$ cat config.mk
export PLATFORM = sky130hd
export DESIGN_NAME = delivery_core_n
export DESIGN_NICKNAME = d
export VERILOG_FILES = /design/src/rtl/delivery_core_n_pkg.sv /design/src/rtl/delivery_core_n_edge_debounce.sv /design/src/rtl/delivery_core_n.sv
export SDC_FILE = /design/constraint.sdc
export NUM_CORES = 1
export LEC_CHECK = 0
export ABC_AREA = 1
export CAP_MARGIN = 20
export CORE_AREA = 2 2 63 65
export CTS_CLUSTER_DIAMETER = 50
export DETAILED_ROUTE_END_ITERATION = 7
export DIE_AREA = 0 0 65 67
export GPL_TIMING_DRIVEN = 0
export PLACE_DENSITY = 0.77
export SLEW_MARGIN = 20
export SYNTH_ARGS = -nofsm -noshare
export SYNTH_HDL_FRONTEND = slang
export SYNTH_SLANG_ARGS = --single-unit
export TNS_END_PERCENT = 1
$ cat constraint.sdc
create_clock -name clk -period 2.25 [get_ports clk]
set_input_delay 0.675 -clock clk [delete_from_list [all_inputs] [get_ports clk]]
set_output_delay 0.675 -clock clk [all_outputs]
set_load 0.01 [all_outputs]
$ cat src/rtl/delivery_core_n_pkg.sv
// delivery_core_n_pkg: shared state encoding, display codes and sizing helper
package delivery_core_n_pkg;
  localparam logic [3:0] SSD_IDLE     = 4'h0;
  localparam logic [3:0] SSD_OUTBOUND = 4'h1;
  localparam logic [3:0] SSD_ARRIVE   = 4'h2;
  localparam logic [3:0] SSD_WAIT     = 4'h3;
  localparam logic [3:0] SSD_UTURN_O  = 4'h4;
  localparam logic [3:0] SSD_HOME     = 4'h5;
  localparam logic [3:0] SSD_UTURN_H  = 4'h6;
  localparam logic [3:0] SSD_NOCOLOR  = 4'hE;
  localparam logic [3:0] SSD_END      = 4'hF;
  // State codes equal the display codes so the display register is a copy of the next state.
  typedef enum logic [3:0] {
    S_IDLE         = SSD_IDLE,
    S_OUTBOUND     = SSD_OUTBOUND,
    S_ARRIVE_BUZZ  = SSD_ARRIVE,
    S_WAIT_RETURN  = SSD_WAIT,
    S_UTURN_OUT    = SSD_UTURN_O,
    S_HOMEBOUND    = SSD_HOME,
    S_UTURN_HOME   = SSD_UTURN_H,
    S_NOCOLOR_BUZZ = SSD_NOCOLOR,
    S_END_BUZZ     = SSD_END
  } state_e;
  function automatic int cnt_bits(input int n);
    return (n < 2) ? 1 : $clog2(n);
  endfunction
endpackage

$ cat src/rtl/delivery_core_n_edge_debounce.sv
// delivery_core_n_edge_debounce: 2-flop sync, DB-cycle debounce, one-cycle rising-edge pulse
//   clk, rst (sync, active-low) ; sig_i raw async input ; rise_o pulse on debounced rise
module delivery_core_n_edge_debounce
  import delivery_core_n_pkg::*;
#(
  parameter int DB = 4
) (
  input  logic clk,
  input  logic rst,
  input  logic sig_i,
  output logic rise_o
);
  localparam int CW = cnt_bits(DB);
  logic [1:0]    sync_q;
  logic          level_q, level_d, rise_q;
  logic [CW-1:0] cnt_q, cnt_d;
  logic          differ, accept;
  assign differ = sync_q[1] != level_q;
  assign accept = differ && cnt_q == CW'(DB - 1);
  always_comb begin
    cnt_d   = (differ && !accept) ? cnt_q + 1'b1 : '0;
    level_d = accept ? sync_q[1] : level_q;
  end
  always_ff @(posedge clk) begin
    if (!rst) begin
      sync_q  <= '0;
      cnt_q   <= '0;
      level_q <= 1'b0;
      rise_q  <= 1'b0;
    end else begin
      sync_q  <= {sync_q[0], sig_i};
      cnt_q   <= cnt_d;
      level_q <= level_d;
      rise_q  <= level_d & ~level_q;
    end
  end
  assign rise_o = rise_q;
endmodule

$ cat src/rtl/delivery_core_n.sv
// delivery_core_n: delivery cart sequencer (start, outbound, drop, return, U-turns, homebound)
//   clk, rst (sync, active-low) ; hall_i raw magnet ; object_color_i / station_color_i colour codes
//   end_of_track_i, multi_drop_i, uturn_finished_i, buzz_finished_i ; en_tracking_o, en_uturn_o,
//   en_buzz_o, ssd_code_o, station_count_o (saturating), fault_o (sticky until next start)
module delivery_core_n
  import delivery_core_n_pkg::*;
#(
  parameter int COLOR_W = 2,
  parameter int HALL_DB = 4,
  parameter int TIMEOUT = 1000,
  parameter int CNT_W   = 4
) (
  input  logic               clk,
  input  logic               rst,
  input  logic               hall_i,
  input  logic [COLOR_W-1:0] object_color_i,
  input  logic [COLOR_W-1:0] station_color_i,
  input  logic               end_of_track_i,
  input  logic               multi_drop_i,
  input  logic               uturn_finished_i,
  input  logic               buzz_finished_i,
  output logic               en_tracking_o,
  output logic               en_uturn_o,
  output logic               en_buzz_o,
  output logic [3:0]         ssd_code_o,
  output logic [CNT_W-1:0]   station_count_o,
  output logic               fault_o
);
  localparam int TW = $clog2(TIMEOUT + 1);
  state_e             state_q, state_d;
  logic [COLOR_W-1:0] color_q, color_d, st_q, st_prev_q;
  logic               multi_q, multi_d, fault_q, fault_d;
  logic [CNT_W-1:0]   cnt_q, cnt_d;
  logic [TW-1:0]      tmo_q, tmo_d;
  logic               start, match, expired, tracking;
  logic               en_t_q, en_u_q, en_b_q;
  logic [3:0]         ssd_q;
  delivery_core_n_edge_debounce #(.DB(HALL_DB)) u_hall (
    .clk   (clk),
    .rst   (rst),
    .sig_i (hall_i),
    .rise_o(start)
  );
  // A station is seen once, on the registered 0 -> nonzero step.
  assign match    = st_q != '0 && st_prev_q == '0 && st_q == color_q;
  assign expired  = tmo_q == TW'(TIMEOUT - 1);
  assign tracking = state_d == S_OUTBOUND || state_d == S_HOMEBOUND;
  always_comb begin
    state_d = state_q;
    color_d = color_q;
    multi_d = multi_q;
    cnt_d   = cnt_q;
    fault_d = fault_q;
    case (state_q)
      S_IDLE: if (start) begin
        if (object_color_i == '0) state_d = S_NOCOLOR_BUZZ;
        else begin
          state_d = S_OUTBOUND;
          color_d = object_color_i;
          multi_d = multi_drop_i;
          cnt_d   = '0;
          fault_d = 1'b0;
        end
      end
      S_NOCOLOR_BUZZ: if (buzz_finished_i) state_d = S_IDLE;
      S_OUTBOUND: begin
        if (match) begin
          state_d = S_ARRIVE_BUZZ;
          cnt_d   = (&cnt_q) ? cnt_q : cnt_q + 1'b1;
        end else if (end_of_track_i || expired) begin
          state_d = S_END_BUZZ;
          fault_d = cnt_q == '0 || expired;
        end
      end
      S_ARRIVE_BUZZ: if (buzz_finished_i) state_d = multi_q ? S_OUTBOUND : S_WAIT_RETURN;
      S_WAIT_RETURN: if (start) state_d = S_UTURN_OUT;
      S_END_BUZZ:    if (buzz_finished_i) state_d = S_UTURN_OUT;
      S_UTURN_OUT:   if (uturn_finished_i) state_d = S_HOMEBOUND;
      S_HOMEBOUND: if (end_of_track_i || expired) begin
        state_d = S_UTURN_HOME;
        fault_d = fault_q | expired;
      end
      S_UTURN_HOME:  if (uturn_finished_i) state_d = S_IDLE;
      default:       state_d = S_IDLE;
    endcase
    // Restart on every entry (including ARRIVE_BUZZ -> OUTBOUND), hold 0 outside tracking.
    tmo_d = (tracking && state_d == state_q) ? tmo_q + 1'b1 : '0;
  end
  always_ff @(posedge clk) begin
    if (!rst) begin
      state_q   <= S_IDLE;
      color_q   <= '0;
      multi_q   <= 1'b0;
      cnt_q     <= '0;
      fault_q   <= 1'b0;
      tmo_q     <= '0;
      st_q      <= '0;
      st_prev_q <= '0;
      en_t_q    <= 1'b0;
      en_u_q    <= 1'b0;
      en_b_q    <= 1'b0;
      ssd_q     <= '0;
    end else begin
      state_q   <= state_d;
      color_q   <= color_d;
      multi_q   <= multi_d;
      cnt_q     <= cnt_d;
      fault_q   <= fault_d;
      tmo_q     <= tmo_d;
      st_q      <= station_color_i;
      st_prev_q <= st_q;
      en_t_q    <= tracking;
      en_u_q    <= state_d == S_UTURN_OUT || state_d == S_UTURN_HOME;
      en_b_q    <= state_d == S_ARRIVE_BUZZ || state_d == S_END_BUZZ || state_d == S_NOCOLOR_BUZZ;
      ssd_q     <= state_d;
    end
  end
  assign en_tracking_o   = en_t_q;
  assign en_uturn_o      = en_u_q;
  assign en_buzz_o       = en_b_q;
  assign ssd_code_o      = ssd_q;
  assign station_count_o = cnt_q;
  assign fault_o         = fault_q;
endmodule

==> out/metrics.csv, run 1 <==
metric;value;unit
status;completed;
wl;3570;microns
dieArea;4360;sq um
cts_hold_buf;0;
clock_path_buffers;2;
timing.critical_path.buf_inv;1;
syn_avg_cell_area;7.22;sq um
r2r.worst_path.cells;10;
postRouteAntennaNets;0;
area_growth;23.6;%
portBuffers;22;
cts_setup_buffers;0;
yosysSeqAreaShare;0.396;
hold_viol;0;
drt-vias-per-instance;4.90;
dpl_cell_area;2050;sq um
swShare;0.388;
routedWlPerCell;11.0;microns
initial_core_util;0.491;
synth_top_area_share;0.396;
syn_inst;245;
skew;0.00312;ns
antenna_found_initial;0;
dr.pass1.iters;4;
ir_drop;0.000490;V
drc_errors;0;
dp_hpwl;2700;microns
hold_path_class;flip-flop to flip-flop;
setup_viol;0;
fmax;0.472;GHz
drt_iter0_drc;98;
htreeDepth;2;
finalWeightedCongestion;0.875;
ys_types;27;
die_w;65;microns
synthTopCellsByArea;dfxtp_1, nand2_1, inv_1;
grt_pass1_wl;6150;microns
rsz0062_at_grt;false;
cp.arrival;2.35;ns
die_y;67;microns
crit_fanout;5;
final_cells;323;
min_to;u_hall.cnt_q[0];
ff2ff_setup_slack;0.35;ns
relSlewSlack;0.706;
p_comb_frac;0.414;
overflow;0;
cts_root_buf;clkbuf_8;
r2r_start;tmo_q[0];
clock_sinks;35;
endpoint_kind;flip-flop;
cts_tree;yes;
syn-num-nets;260;
num_rows;22;
cp.depth;11;
grt_max_degree;11;
crit_family;simple AND/OR/NAND/NOR gates;
ctsResizeCount;0;
worst_pin_slew;0.441;ns
yosys.area.top_type;dfxtp_1;
vias;1583;
period_needed;2.12;ns
path_clk_slew;0.07;ns
synth_edf_count;0;
cts_made_buffers;5;
first_global_vias;1445;
clk_latency;0.29;ns
globalRouteTotalUtil;0.186;
p_per_area;1030;nW/um^2
crit_required;2.48;ns
ys_warn_count;0;
switchingPower;873;uW
syn_area;1770;sq um
start_kind;input pin;
pwr-share-seq;0.345;
drv_slew;0;
final_cell_area;2190;sq um
fin_ws;0.130;ns
antenna-diode-count;0;
core_area;3610;sq um
min_period_over_period;0.942;
dp.cells;315;
ys_seq_elements;35;
drv_cap;0;
async_flop_share;0;
layout.nets;290;
post-place-ws;-0.183;ns
p_clk_frac;0.240;
criticalPathCategory;input pin to flip-flop;
p_int;1380;uW
crit_path_max_incr_delay;0.51;ns
rr_endpoint;tmo_q[0];
slowest_stage;clkdlybuf4s50_1;
layout-drive-gt1-share;0.113;
min_path_cells;1;
synth-main-ff-cell;dfxtp_1;
io_pins;23;
hp-start;u_hall.cnt_q[0];
p_leak;0.000950;uW
path_cells;clkdlybuf4s50_1, nor2_1, nand2_1, o21ai_0, nand2_1, nand3_1, nor2_2, nand3_2, nor2_4, nand3_4, nor2_1;
## sequential cells by signal (all words and copies together) (netlist names)
name and flops:
station_count_o 4, en_uturn_o 1, u_hall.rise_o 1, multi_q 1, st_prev_q 2, u_hall.cnt_q 2, color_q 2, fault_o 1
en_buzz_o 1, ssd_code_o 4, st_q 2, u_hall.sync_q 2, tmo_q 10, en_tracking_o 1, u_hall.level_q 1
## per-layer routing
metal / track usage / share of wire / vias up
met5: 0 / 0 / -
met4: 0.0878 / 0.026 / 0
met3: 0.0574 / 0.033 / 10
met2: 0.305 / 0.46 / 24
met1: 0.220 / 0.48 / 709
li1: - / - / 840
## final cells by class
type,instances,area [sq um]
flip-flops and latches,35,701
multi-input cells,170,946
repair buffers,22,223
clock inverters,1,30.0
inverters,40,150
plain buffers,1,3.75
well taps,48,60.1
clock buffers,6,72.6
fillers,338,1420
## worst reg2reg max path: cells and delay by family (launching register included)
family / cells / cell delay, ns
and+or+nand+nor: 8 / 0.98
DFF: 1 / 0.33
AOI/OAI and AO/OA: 1 / 0.31
adders and majority gates: 1 / 0.22
## through the flow
step	total power (uW)	TNS, ns	util	hold WS [ns]
after global placement	1600	-1.12	0.568	0.406
after global routing	2390	0	0.606	0.439
after detailed placement	1630	-1.71	0.568	0.405
final	2250	0	0.606	0.422
after CTS	2170	0	0.597	0.420
after floorplan	1360	0	-	0.390
## worst max path at each step
stage                            from        to
finish              object_color_i[0]  tmo_q[0]
global placement      buzz_finished_i  tmo_q[2]
global route        object_color_i[1]  tmo_q[7]
detailed placement  object_color_i[0]  tmo_q[0]
floorplan           object_color_i[0]  tmo_q[2]
CTS                 object_color_i[0]  tmo_q[0]
## cells in the mapped netlist (2+ instances only)
library cell and count:
o211ai_1 3, ha_1 4, nor2_1 33, nor2_2 4, nand3_2 2, o21ai_0 9
a211oi_1 3, nand2_2 5, nand4_1 2, a21oi_1 12, dfxtp_1 35, nor3b_1 2
nor3_1 4, inv_2 3, xnor2_1 2, nor2_4 5, nand2_1 47, inv_1 36
xor2_1 6, nand3_4 2, nand3_1 20
## kinds of logic after synthesis
family / after synthesis / share of synthesized area
AO/OA/AOI/OAI: 29 / 0.0934
AND/OR/NAND/NOR: 128 / 0.356
adder cells (fa/ha/maj): 4 / 0.0283
buffers and inverters: 41 / 0.0870
XOR/XNOR: 8 / 0.0396
flip-flops: 35 / 0.396
## power groups by stage
| stage | clock [uW] | combinational [uW] | sequential, uW |
|---|---|---|---|
| floorplan | 0 | 550 | 806 |
| global placement | 0 | 814 | 791 |
| detailed placement | 0 | 835 | 792 |
| CTS | 552 | 839 | 778 |
| global route | 571 | 1030 | 787 |
| finish | 541 | 932 | 777 |
## cell usage in the layout, fill, tap and decap left out
cell type        synthesis  final
nand3_1                 20     20
nor3b_1                  2      2
nand3_2                  2      2
clkbuf_8                 0      5
a21oi_1                 12     11
clkinv_1                 1      1
nand2_1                 47     47
nor4_1                   1      1
clkdlybuf4s50_1          0     21
o211ai_1                 3      3
xnor2_1                  2      2
nand2_2                  5      5
nand3b_1                 1      1
nand3_4                  2      3
xor2_1                   6      6
a22o_1                   1      1
a211oi_1                 3      3
a21oi_2                  0      1
nand4_1                  2      2
nor3_1                   4      4
o21ai_0                  9      9
ha_1                     4      4
nor2_1                  33     31
clkbuf_1                 1      2
a31oi_1                  1      1
inv_2                    3      3
inv_1                   36     36
nor2_2                   4      5
bufinv_16                0      1
nor2_4                   5      6
dlymetal6s2s_1           0      1
dfxtp_1                 35     35
No activity file was read; power rests on OpenSTA's default activity.
==> run 2, diff against run 1 <==
--- a/config.mk
+++ b/config.mk
@@ -11,6 +11,7 @@
 export CTS_CLUSTER_DIAMETER = 50
 export DETAILED_ROUTE_END_ITERATION = 7
 export DIE_AREA = 0 0 65 67
+export GPL_ROUTABILITY_DRIVEN = 0
 export GPL_TIMING_DRIVEN = 0
 export PLACE_DENSITY = 0.77
 export SLEW_MARGIN = 20
==> run 2 against run 1 <==
Routed wire length shrank 3.4%. Clock power shrank 7.8%. Non-clock buffer count is the same. Die area is the same. Total power shrank 6.3%. Sequential share of layout area grew 0.47 points. Critical endpoint is now tmo_q[5]. Cell area shrank 1.4%. Combinational power shrank 11%. Setup slack gained 0.025 ns. Register-to-register slack gained 0.02 ns. Clock-buffer cell count grew 2. Sequential power is essentially flat.
==> out/metrics.csv, run 2 (synthesized netlist as in run 1, its figures left out) <==
metric;value;unit
status;completed;
final_cells;323;
drt_iter0_drc;67;
path_clk_slew;0.06;ns
area_growth;21.8;%
portBuffers;22;
endpoint_kind;flip-flop;
drt-vias-per-instance;4.93;
p_leak;0.000938;uW
criticalPathCategory;input pin to flip-flop;
start_kind;input pin;
overflow;0;
globalRouteTotalUtil;0.179;
hold_viol;0;
clk_latency;0.29;ns
crit_fanout;10;
antenna-diode-count;0;
postRouteAntennaNets;0;
hold_slack;0.422;ns
io_pins;23;
skew;0.00792;ns
routedWlPerCell;10.7;microns
initial_core_util;0.491;
fmax;0.477;GHz
n_fill_cell;347;
hold_path_class;flip-flop to flip-flop;
setup_viol;0;
drc_errors;0;
ir_drop;0.000652;V
die_w;65;microns
grt_pass1_wl;5950;microns
vias;1593;
cts_made_buffers;5;
num_rows;22;
drv_cap;0;
layout-drive-gt1-share;0.109;
layout.nets;289;
top_register;tmo_q;
cts_tree;yes;
min_period_over_period;0.931;
cts_hold_buf;0;
crit_required;2.47;ns
p_per_area;978;nW/um^2
die_y;67;microns
first_global_vias;1436;
hp-start;u_hall.cnt_q[0];
power;2110;uW
htreeDepth;2;
largest_register_ffs;10;
grt_max_degree;11;
relSlewSlack;0.709;
dr.pass1.iters;4;
layout_commonest_cell;nand2_1;
antenna_found_initial;0;
layout_common_cells;nand2_1, inv_1, dfxtp_1, nor2_1, clkdlybuf4s50_1;
period_needed;2.10;ns
worst_pin_slew;0.433;ns
tns;0;ns
wl;3450;microns
crit_start;buzz_finished_i;
cp.arrival;2.32;ns
clock_path_buffers;2;
dp.cells;315;
dieArea;4360;sq um
drv_slew;0;
core_area;3610;sq um
clock_sinks;35;
r2r_start;tmo_q[0];
cts_root_buf;clkbuf_8;
dp_hpwl;2600;microns
-- run 2: stage by stage --
| step | setup WS [ns] | cell area (sq um) | utilization |
|---|---|---|---|
| finish | 0.155 | 2150 | 0.598 |
| global placement | -0.0857 | 2050 | 0.568 |
| global route | -0.0496 | 2150 | 0.598 |
| detailed placement | -0.142 | 2050 | 0.568 |
| floorplan | 0.601 | 1770 | - |
| CTS | 0.143 | 2150 | 0.596 |
-- run 2: area by class of cell --
type / count / area, sq um / share of cell area
clock buffer: 8 / 100 / 0.0465
timing repair buffer: 22 / 220 / 0.102
sequential: 35 / 701 / 0.325
inverter: 40 / 150 / 0.0697
multi-input combinational: 169 / 920 / 0.427
tap: 48 / 60.1 / 0.0279
buffer: 1 / 3.75 / 0.00174
-- run 2: what timing repair did --
item / in CTS / in global routing
buffers inserted: 0 / 0
resized for setup: 0 / 2
setup endpoints to repair: 0 / 10
hold endpoints to repair: 0 / 0
-- run 2: routing by layer --
metal / global-route usage / share of wire
met5: 0 / 0
met1: 0.207 / 0.45
met3: 0.0507 / 0.049
met2: 0.311 / 0.48
met4: 0.0745 / 0.022
-- run 2: final timing paths --
path                           to  slack [ns]  cells past startpoint
setup / recovery         tmo_q[5]        0.15                     13
hold reg to reg   u_hall.cnt_q[0]        0.42                      1
hold / removal    u_hall.cnt_q[0]        0.42                      1
setup reg to reg         tmo_q[5]        0.37                     12
-- run 2: power breakdown --
part           switching (uW)  internal [uW]
logic                     495            337
registers                83.8            694
clock network             219            279
total                     798           1310
-- run 2: critical path: stages --
cell and delay [ns]:
clkdlybuf4s50_1 0.53, inv_1 0.07, nand2_1 0.07, nor2_2 0.06, nand2_1 0.05, nand2_1 0.04
nor2_1 0.08, nand2_1 0.08, nor2_2 0.14, nand3_2 0.12, nor2_4 0.12, nand3_4 0.14
nor2_1 0.12
==> run 3, diff against run 2 <==
==> constraint.sdc (replaced) <==
create_clock -name clk -period 2.5 [get_ports clk]
set_input_delay 0.75 -clock clk [delete_from_list [all_inputs] [get_ports clk]]
set_output_delay 0.75 -clock clk [all_outputs]
set_load 0.01 [all_outputs]
==> run 3 against run 2 <==
Clock skew about the same. Via count decreased by 0.50%. Hold slack about the same. Sequential share of layout area increased by 0.076 points. Clock power decreased by 10%. Total power decreased by 11%. Setup slack improved by 0.15 ns. Routed wire length decreased by 0.26%. Utilization decreased by 0.14 points. Critical path depth decreased by 2. Non-clock buffer count unchanged. Sequential power decreased by 10%. Largest cell class unchanged.
==> out/metrics.csv, run 3 (synthesized netlist as in run 1, its figures left out) <==
metric;value;unit
status;completed;
ir_drop;0.000586;V
dp_hpwl;2600;microns
cts_made_buffers;5;
largest_register_ffs;10;
area_growth;21.5;%
min_path_cells;1;
clock_path_buffers;2;
core_area;3610;sq um
drt-vias-per-instance;4.91;
relSlewSlack;0.709;
drv_cap;0;
p_int;1170;uW
skew;0.00802;ns
start_kind;input pin;
hold_path_class;flip-flop to flip-flop;
r2r_start;tmo_q[0];
cts_root_buf;clkbuf_8;
rsz0062_at_grt;false;
layout-drive-gt1-share;0.102;
min_period_over_period;0.878;
crit_start;object_color_i[0];
switchingPower;713;uW
io_pins;23;
wl;3440;microns
routedWlPerCell;10.6;microns
drt_iter0_drc;57;
die_y;67;microns
p_leak;0.000936;uW
ff2ff_setup_slack;0.63;ns
initial_core_util;0.491;
antenna_found_initial;0;
p_per_area;878;nW/um^2
endpoint_kind;flip-flop;
overflow;0;
cp.arrival;2.41;ns
hold_slack;0.422;ns
criticalPathCategory;input pin to flip-flop;
portBuffers;22;
swShare;0.378;
min_to;u_hall.cnt_q[0];
die_w;65;microns
drv_slew;0;
first_global_vias;1436;
clock_sinks;35;
hold_viol;0;
p_comb_frac;0.391;
layout_common_cells;nand2_1, inv_1, dfxtp_1, nor2_1, clkdlybuf4s50_1;
layout.nets;289;
num_rows;22;
tns;0;ns
ctsResizeCount;0;
hp-start;u_hall.cnt_q[0];
postRouteAntennaNets;0;
cts_tree;yes;
fmax;0.456;GHz
layout_commonest_cell;nand2_1;
n_fill_cell;346;
clk_latency;0.29;ns
vias;1585;
grt_max_degree;11;
p_clk_frac;0.238;
antenna-diode-count;0;
r2r.worst_path.cells;12;
worst_pin_slew;0.433;ns
dr.pass1.iters;4;
cts_hold_buf;0;
crit_fanout;10;
crit_required;2.72;ns
drc_errors;0;
path_clk_slew;0.06;ns
top_register;tmo_q;
dieArea;4360;sq um
htreeDepth;2;
setup_viol;0;
period_needed;2.19;ns
cts_setup_buffers;0;
pwr-share-seq;0.371;
rr_endpoint;tmo_q[5];
grt_pass1_wl;5950;microns
globalRouteTotalUtil;0.179;
[run 3: worst max path at each step]
stage / end / slack [ns] / cells after the start
finish: tmo_q[5] / 0.31 / 11
global route: tmo_q[3] / 0.13 / 13
CTS: tmo_q[3] / 0.32 / 11
detailed placement: tmo_q[3] / 0.03 / 11
global placement: tmo_q[2] / 0.09 / 11
floorplan: tmo_q[2] / 0.78 / 10
[run 3: area by class of cell]
| type | instances | area [sq um] | share of cell area |
|---|---|---|---|
| buffer | 1 | 3.75 | 0.00175 |
| clock buffer | 8 | 100 | 0.0466 |
| inverter | 40 | 150 | 0.0698 |
| multi-input combinational | 169 | 915 | 0.425 |
| sequential | 35 | 701 | 0.326 |
| tap | 48 | 60.1 | 0.0279 |
| timing repair buffer | 22 | 220 | 0.102 |
[run 3: metrics by stage]
step / cell area [sq um] / total power [uW] / utilization / setup WS [ns] / std cells
2_1_floorplan: 1770 / 1220 / - / 0.776 / 245
3_3_place_gp: 2050 / 1440 / 0.568 / 0.0893 / 315
3_5_place_dp: 2050 / 1450 / 0.568 / 0.0331 / 315
4_1_cts: 2150 / 1900 / 0.596 / 0.318 / 323
5_1_grt: 2150 / 2010 / 0.596 / 0.130 / 323
6_report: 2150 / 1890 / 0.596 / 0.306 / 323
[run 3: power by group through the flow]
stage / sequential, uW / combinational [uW] / clock, uW
after global placement: 711 / 727 / 0
after floorplan: 726 / 495 / 0
after detailed placement: 714 / 738 / 0
after global routing: 708 / 819 / 483
final: 700 / 737 / 449
after CTS: 701 / 742 / 460
[run 3: worst max-delay path, stage by stage]
cell and delay (ns):
clkdlybuf4s50_1 0.50, nor2_1 0.07, nand2_1 0.05, o21ai_0 0.11, nand2_1 0.10, nand2_1 0.05, nor2_1 0.22, a21oi_1 0.12
nor2_2 0.16, nand3_4 0.14, nor2_1 0.12
[run 3: routing by layer]
metal  share of wire  GRT usage  routed length, microns
met5               0          0                       0
met4           0.018     0.0745                      61
met3           0.048     0.0507                     164
met2            0.48      0.311                    1640
met1            0.46      0.207                    1570
